===== config.mk =====
export PLATFORM = sky130hd
export DESIGN_NAME = mul_div_unit
export DESIGN_NICKNAME = d
export VERILOG_FILES = /design/src/rtl/mul_div_unit_pkg.sv /design/src/rtl/mul_div_unit_step.sv /design/src/rtl/mul_div_unit.sv
export SDC_FILE = /design/constraint.sdc
export NUM_CORES = 1
export LEC_CHECK = 0
export CAP_MARGIN = 0
export CORE_MARGIN = 2
export CORE_UTILIZATION = 40
export DETAILED_ROUTE_END_ITERATION = 7
export GPL_TIMING_DRIVEN = 0
export PLACE_DENSITY_LB_ADDON = 0.1
export SKIP_CTS_REPAIR_TIMING = 1
export SLEW_MARGIN = 20
export SYNTH_ARGS = -nofsm -noshare
export SYNTH_HDL_FRONTEND = slang
export SYNTH_SLANG_ARGS = --single-unit
export TNS_END_PERCENT = 5

===== constraint.sdc =====
create_clock -name clk -period 3.6 [get_ports clk]
set_input_delay 0.72 -clock clk [delete_from_list [all_inputs] [get_ports clk]]
set_output_delay 0.72 -clock clk [all_outputs]
set_load 0.02 [all_outputs]

===== src/rtl/mul_div_unit_pkg.sv =====
// Shared encodings for the iterative multiply/divide unit.
package mul_div_unit_pkg;

    localparam logic [1:0] MD_MULT  = 2'b00;
    localparam logic [1:0] MD_MULTU = 2'b01;
    localparam logic [1:0] MD_DIV   = 2'b10;
    localparam logic [1:0] MD_DIVU  = 2'b11;

    localparam int MD_ITERS = 32;

    typedef enum logic [1:0] {
        ST_IDLE = 2'b00,
        ST_PREP = 2'b01,
        ST_CALC = 2'b10,
        ST_FIX  = 2'b11
    } md_state_e;

endpackage


===== src/rtl/mul_div_unit_step.sv =====
// One combinational iteration: shift-add multiply or restoring-divide step.
module md_iter_step #(
    parameter int WIDTH = 32
) (
    input  logic                 is_div_i,
    input  logic [2*WIDTH-1:0]   acc_i,
    input  logic [WIDTH-1:0]     opb_i,
    output logic [2*WIDTH-1:0]   acc_o
);
    logic [WIDTH:0]   sum;
    logic [WIDTH:0]   rem_sh;
    logic             ge;
    logic [WIDTH-1:0] diff;

    // Multiply: acc = {partial product high, remaining multiplier bits}.
    assign sum = {1'b0, acc_i[2*WIDTH-1:WIDTH]} + (acc_i[0] ? {1'b0, opb_i} : '0);

    // Divide: acc = {remainder, dividend bits becoming quotient bits}.
    assign rem_sh = {acc_i[2*WIDTH-1:WIDTH], acc_i[WIDTH-1]};
    assign ge     = rem_sh >= {1'b0, opb_i};
    assign diff   = rem_sh[WIDTH-1:0] - opb_i;

    always_comb begin
        if (is_div_i)
            acc_o = {(ge ? diff : rem_sh[WIDTH-1:0]), acc_i[WIDTH-2:0], ge};
        else
            acc_o = {sum, acc_i[WIDTH-1:1]};
    end

endmodule


===== src/rtl/mul_div_unit.sv =====
// Iterative MULT/MULTU/DIV/DIVU unit owning the architectural HI/LO registers.
module mul_div_unit
    import mul_div_unit_pkg::*;
#(
    parameter int WIDTH = 32
) (
    input  logic             clk,
    input  logic             reset,
    input  logic             start,
    input  logic [1:0]       op,
    input  logic             cancel,
    input  logic [WIDTH-1:0] a,
    input  logic [WIDTH-1:0] b,
    input  logic             mthi,
    input  logic             mtlo,
    input  logic [WIDTH-1:0] mt_data,
    output logic             busy,
    output logic             done,
    output logic [WIDTH-1:0] hi,
    output logic [WIDTH-1:0] lo
);
    localparam logic [4:0] LAST = 5'(MD_ITERS - 1);

    md_state_e          state_q, state_d;
    logic [4:0]         cnt_q, cnt_d;
    logic [1:0]         op_q, op_d;
    logic [WIDTH-1:0]   a_q, a_d, b_q, b_d, opb_q, opb_d;
    logic [2*WIDTH-1:0] acc_q, acc_d, step_acc, prod_fix;
    logic               neg_res_q, neg_res_d, neg_rem_q, neg_rem_d;
    logic [WIDTH-1:0]   hi_q, hi_d, lo_q, lo_d;
    logic               busy_q, done_q, done_d;
    logic               is_div, is_signed;
    logic [WIDTH-1:0]   abs_a, abs_b, quo_fix, rem_fix;

    assign is_div    = op_q[1];
    assign is_signed = ~op_q[0];
    assign abs_a     = (is_signed && a_q[WIDTH-1]) ? -a_q : a_q;
    assign abs_b     = (is_signed && b_q[WIDTH-1]) ? -b_q : b_q;
    assign prod_fix  = neg_res_q ? -acc_q : acc_q;
    assign quo_fix   = neg_res_q ? -acc_q[WIDTH-1:0] : acc_q[WIDTH-1:0];
    assign rem_fix   = neg_rem_q ? -acc_q[2*WIDTH-1:WIDTH] : acc_q[2*WIDTH-1:WIDTH];

    md_iter_step #(.WIDTH(WIDTH)) u_step (
        .is_div_i (is_div),
        .acc_i    (acc_q),
        .opb_i    (opb_q),
        .acc_o    (step_acc)
    );

    always_comb begin
        state_d   = state_q;
        cnt_d     = cnt_q;
        op_d      = op_q;
        a_d       = a_q;
        b_d       = b_q;
        opb_d     = opb_q;
        acc_d     = acc_q;
        neg_res_d = neg_res_q;
        neg_rem_d = neg_rem_q;
        hi_d      = hi_q;
        lo_d      = lo_q;
        done_d    = 1'b0;
        case (state_q)
            ST_IDLE: begin
                if (start) begin
                    if (!cancel) begin
                        state_d = ST_PREP;
                        op_d    = op;
                        a_d     = a;
                        b_d     = b;
                    end
                end else begin
                    if (mthi) hi_d = mt_data;
                    if (mtlo) lo_d = mt_data;
                end
            end
            ST_PREP: begin
                neg_res_d = is_signed & (a_q[WIDTH-1] ^ b_q[WIDTH-1]);
                neg_rem_d = is_signed & a_q[WIDTH-1];
                acc_d     = {{WIDTH{1'b0}}, abs_a};
                opb_d     = abs_b;
                cnt_d     = '0;
                state_d   = ST_CALC;
            end
            ST_CALC: begin
                acc_d = step_acc;
                cnt_d = cnt_q + 5'd1;
                if (cnt_q == LAST) state_d = ST_FIX;
            end
            ST_FIX: begin
                // Divide by zero is resolved here rather than in the datapath so
                // the signed fix-up cannot disturb the fixed result.
                if (is_div && b_q == '0) begin
                    hi_d = a_q;
                    lo_d = '1;
                end else if (is_div) begin
                    hi_d = rem_fix;
                    lo_d = quo_fix;
                end else begin
                    hi_d = prod_fix[2*WIDTH-1:WIDTH];
                    lo_d = prod_fix[WIDTH-1:0];
                end
                done_d  = 1'b1;
                state_d = ST_IDLE;
            end
            default: state_d = ST_IDLE;
        endcase
        if (cancel && state_q != ST_IDLE) begin
            state_d = ST_IDLE;
            hi_d    = hi_q;
            lo_d    = lo_q;
            done_d  = 1'b0;
        end
    end

    always_ff @(posedge clk or negedge reset) begin
        if (!reset) begin
            state_q   <= ST_IDLE;
            cnt_q     <= '0;
            op_q      <= '0;
            a_q       <= '0;
            b_q       <= '0;
            opb_q     <= '0;
            acc_q     <= '0;
            neg_res_q <= 1'b0;
            neg_rem_q <= 1'b0;
            hi_q      <= '0;
            lo_q      <= '0;
            busy_q    <= 1'b0;
            done_q    <= 1'b0;
        end else begin
            state_q   <= state_d;
            cnt_q     <= cnt_d;
            op_q      <= op_d;
            a_q       <= a_d;
            b_q       <= b_d;
            opb_q     <= opb_d;
            acc_q     <= acc_d;
            neg_res_q <= neg_res_d;
            neg_rem_q <= neg_rem_d;
            hi_q      <= hi_d;
            lo_q      <= lo_d;
            busy_q    <= (state_d != ST_IDLE);
            done_q    <= done_d;
        end
    end

    assign busy = busy_q;
    assign done = done_q;
    assign hi   = hi_q;
    assign lo   = lo_q;

endmodule


==> results.md <==
* Number of hold-slack violations in the final timing report at 0
* Average routed wire per standard cell at 23.6 um
* Average footprint of a synthesized cell at 8.38 sq um
* Overall die height at 212 um
* Leakage component of the power at 8.82 nW
* Number of standard cells after synthesis at 2069
* Proportion of synthesized flip-flops having asynchronous set or reset at 1.00
* Pwr Density at 1130 mW/mm^2
* Dpl cells at 2825
* Cell area after technology mapping at between 0.015 and 0.02 sq mm
* H-Tree Level Count at 1
* GRT overflow at 0
* Number of maximum-capacitance violations at 0
* Post-detailed-placement half-perimeter wirelength at 54500 um
* Final core area utilization at 0.495
* Clock-pin slew on the worst setup and hold paths at 0.06 ns
* Vias post-DR at between 15000 and 20000
* Setup repair after global routing missed its margin: true
* Initial core utilization at 0.404
* End of the worst register-to-register path: acc_q[33]$_DFFE_PN0P_
* Number of distinct library cells after synthesis at 88
* Final Worst Setup Slack at -0.0232 ns
* Worst r2r src: acc_q[36]$_DFFE_PN0P_
* Worst setup skew after layout at 0.0140 ns
* Share of layout cells above drive strength 1 at 0.107
* Failing checks: setup timing
* Multi-input gate area at 0.0108 sq mm
* Peak Freq at 276 MHz
* Biggest cell delay along the critical path at 0.55 ns
* Post-layout nets at 2462
* Residual DRC at 0
* Hold crit path type: in2async
* Post-route antenna net violation count at 0
* Post-Place Cell Area at 0.0198 sq mm
* Global-route wire length before repair at 101000 um
* Number of slew-limit violations in the final report at 0
* Setup slack, reg-to-reg at -0.02 ns
* Num CTS Buffers at 30
* Flip-flop and latch area at 0.00594 sq mm
* Internal power summed over all cells at 11.6 mW
* Clock root buffer: sky130_fd_sc_hd__clkbuf_16
* Data arrival time of the worst path at 4.05 ns
* Overall die width at 212 um
* Worst-Margin Slew at ~0.94 ns
* Number of standard-cell rows in the floorplan at 76
* Standard cell with the maximum stage delay on the critical path: sky130_fd_sc_hd__dfrtp_1
* Global-route usage over all layers at 0.299
* Final non-filler cell total at 2888
* Syn_nets at 2249
* Worst IR drop on VDD at 0.388 mV
* Kind of start point of the critical path: flop
* Status: complete, but fails checks
* Ranking of synthesized cells by area: sky130_fd_sc_hd__dfrtp_1 34%, sky130_fd_sc_hd__o21ai_0 5.4%, sky130_fd_sc_hd__ha_1 5.3%
* CORE AREA at 0.0429 sq mm
* Endpoint class of the critical path: flop
* Number of antenna diodes at 0
* Ports at 170
* Yosys warns at 0
* Max clock buf depth at 3
* CP Launch Point: acc_q[36]$_DFFE_PN0P_
* Portion of total power attributed to sequential cells at 0.247
* Die footprint at 0.0450 sq mm
* Initial antenna violation count at 0
* Minimum period implied by the final worst setup slack at 3.62 ns
* Setup total negative slack at -0.0232 ns
* First drt pass iteration count at 5
* Number of clock sinks at 237
* Layout overhead on the synthesized area at 22.4%
* Worst-path maximum fanout at 8
* Clock network latency to the later pin of the worst-skew pair at 0.59 ns
* Required time at the worst-slack endpoint at 4.03 ns
* Library cell occupying the most area in the post-synthesis netlist: sky130_fd_sc_hd__dfrtp_1
* Count of final setup violators at 1
* Switching share of power at 0.518
* Worst slack after detailed placement at -1.41 ns
* Share of total power in combinational logic at 0.626
* Final critical-path share of the clock period at 1.01
* Final wirelength at roughly 68000 um
* Cell with the most instances after synthesis: sky130_fd_sc_hd__dfrtp_1
* Filler instances at approximately 4200
* 1st-iter DRT viols at 1191
* Post-synth EDFFs at 0
* TritonCTS clock tree: done
* Sequential cell area fraction in the yosys report at 0.342
* Series of cell instances along the critical path: ha_1 -> a21oi_1 -> o21ai_0 -> a211oi_2 -> o21ai_4 -> a41oi_2 -> a21oi_2 -> buf_4 -> a211oi_4 -> buf_12 -> buf_4 -> mux2_2 -> a21oi_1 -> o22ai_1
* Ranking of synthesized cells by instance count: 237 x sky130_fd_sc_hd__dfrtp_1, 230 x sky130_fd_sc_hd__nand2_1, 188 x sky130_fd_sc_hd__o21ai_0
* Top_reg_cell synth: sky130_fd_sc_hd__dfrtp_1
* Slew Limit Headroom at 0.370
* NetSw at between 10 and 15 mW
* Critical path start-end classification: reg2reg
* Worst Reg-to-Reg Cells at 14
* Maximum number of pins on one net before global-route repair at slightly above 90
* Vias in the first global route at between 15000 and 20000
* Final estimated routing congestion in global placement at 0.995
* Via-to-Cell Ratio at 5.80
* Input/output buffers at 169
* Synthesis-stage register bit count at 237
* Share of the synthesized area in the top cell type at 0.342
* Design Area, Final at 0.0212 sq mm
* Part of the total power dissipated in the clock network at 0.127
cell usage in the layout, fill, tap and decap left out, types with 38 or more instances in the layout:
cell type / n
sky130_fd_sc_hd__o21ai_0: 179
sky130_fd_sc_hd__clkdlybuf4s50_1: 169
sky130_fd_sc_hd__inv_1: 97
sky130_fd_sc_hd__clkbuf_1: 88
sky130_fd_sc_hd__nor2_1: 173
sky130_fd_sc_hd__nand3_1: 40
sky130_fd_sc_hd__xnor2_1: 103
sky130_fd_sc_hd__xor2_1: 63
sky130_fd_sc_hd__o211ai_1: 70
sky130_fd_sc_hd__ha_1: 71
sky130_fd_sc_hd__dfrtp_1: 226
sky130_fd_sc_hd__a21o_1: 38
sky130_fd_sc_hd__nand2_1: 228
sky130_fd_sc_hd__a21oi_1: 152
sky130_fd_sc_hd__mux2_2: 78
area by class of cell:
type	count	area share
Buffer	111	0.0238
Clock buffer	41	0.0407
Clock inverter	12	0.00560
Inverter	99	0.0178
Multi-Input combinational cell	1622	0.510
Sequential cell	237	0.280
Tap cell	585	0.0345
Timing Repair Buffer	181	0.0873
metrics by stage:
step / total power, mW / hold WS, ns
after detailed placement: 20.2 / 0.472
after CTS: 23.3 / 0.0753
after global placement: 20.1 / 0.464
after floorplan: 14.8 / 0.424
final: 24.0 / 0.0638
after global routing: 25.5 / 0.104
flip-flops by register name (all words and copies together) (netlist names), 2 cells and up:
name and flops:
a_q 32, acc_q 64, b_q 32, cnt_q 5, hi 32, lo 32
op_q 2, opb_q 32, state_q 2
critical path, delay by kind of cell, from the launching register on:
kind,cells,cell delay (ns)
muxes,1,0.32
AOI/OAI and AO/OA,9,1.74
DFF,1,0.55
buffers and inverters,3,0.45
adders and majority gates,1,0.37
kinds of logic after synthesis:
family	after synthesis	synth area share
compound gates	637	0.230
buf+inv	210	0.0490
flops	237	0.342
fa+ha+maj	76	0.0557
xor+xnor	166	0.0839
simple gates	647	0.179
mux	96	0.0611
power by group through the flow:
stage | Clock, mW | Combinational (mW) | Sequential, mW
global route | 3.18 | 16.3 | 6.06
finish | 3.04 | 15.0 | 5.92
detailed placement | 0 | 14.4 | 5.89
floorplan | 0 | 9.36 | 5.46
global placement | 0 | 14.2 | 5.87
CTS | 3.08 | 14.4 | 5.84
worst max path at each step:
stage,endpoint,slack (ns),cells past startpoint
finish,acc_q[33]$_DFFE_PN0P_,-0.02,14
global route,acc_q[54]$_DFFE_PN0P_,-0.13,15
CTS,hi[30]$_DFFE_PN0P_,-1.44,13
detailed placement,hi[30]$_DFFE_PN0P_,-1.41,13
global placement,b_q[28]$_DFFE_PN0P_,-8.76,1
floorplan,acc_q[62]$_DFFE_PN0P_,0.34,14
layer usage:
metal	global-route usage	vias to the layer above	share of wire
met5	0	-	0
met3	0.0343	141	0.053
met1	0.382	8070	0.42
met4	0.148	0	0.055
li1	-	7885	-
met2	0.503	640	0.47
No activity file was read; power rests on OpenSTA's default activity.
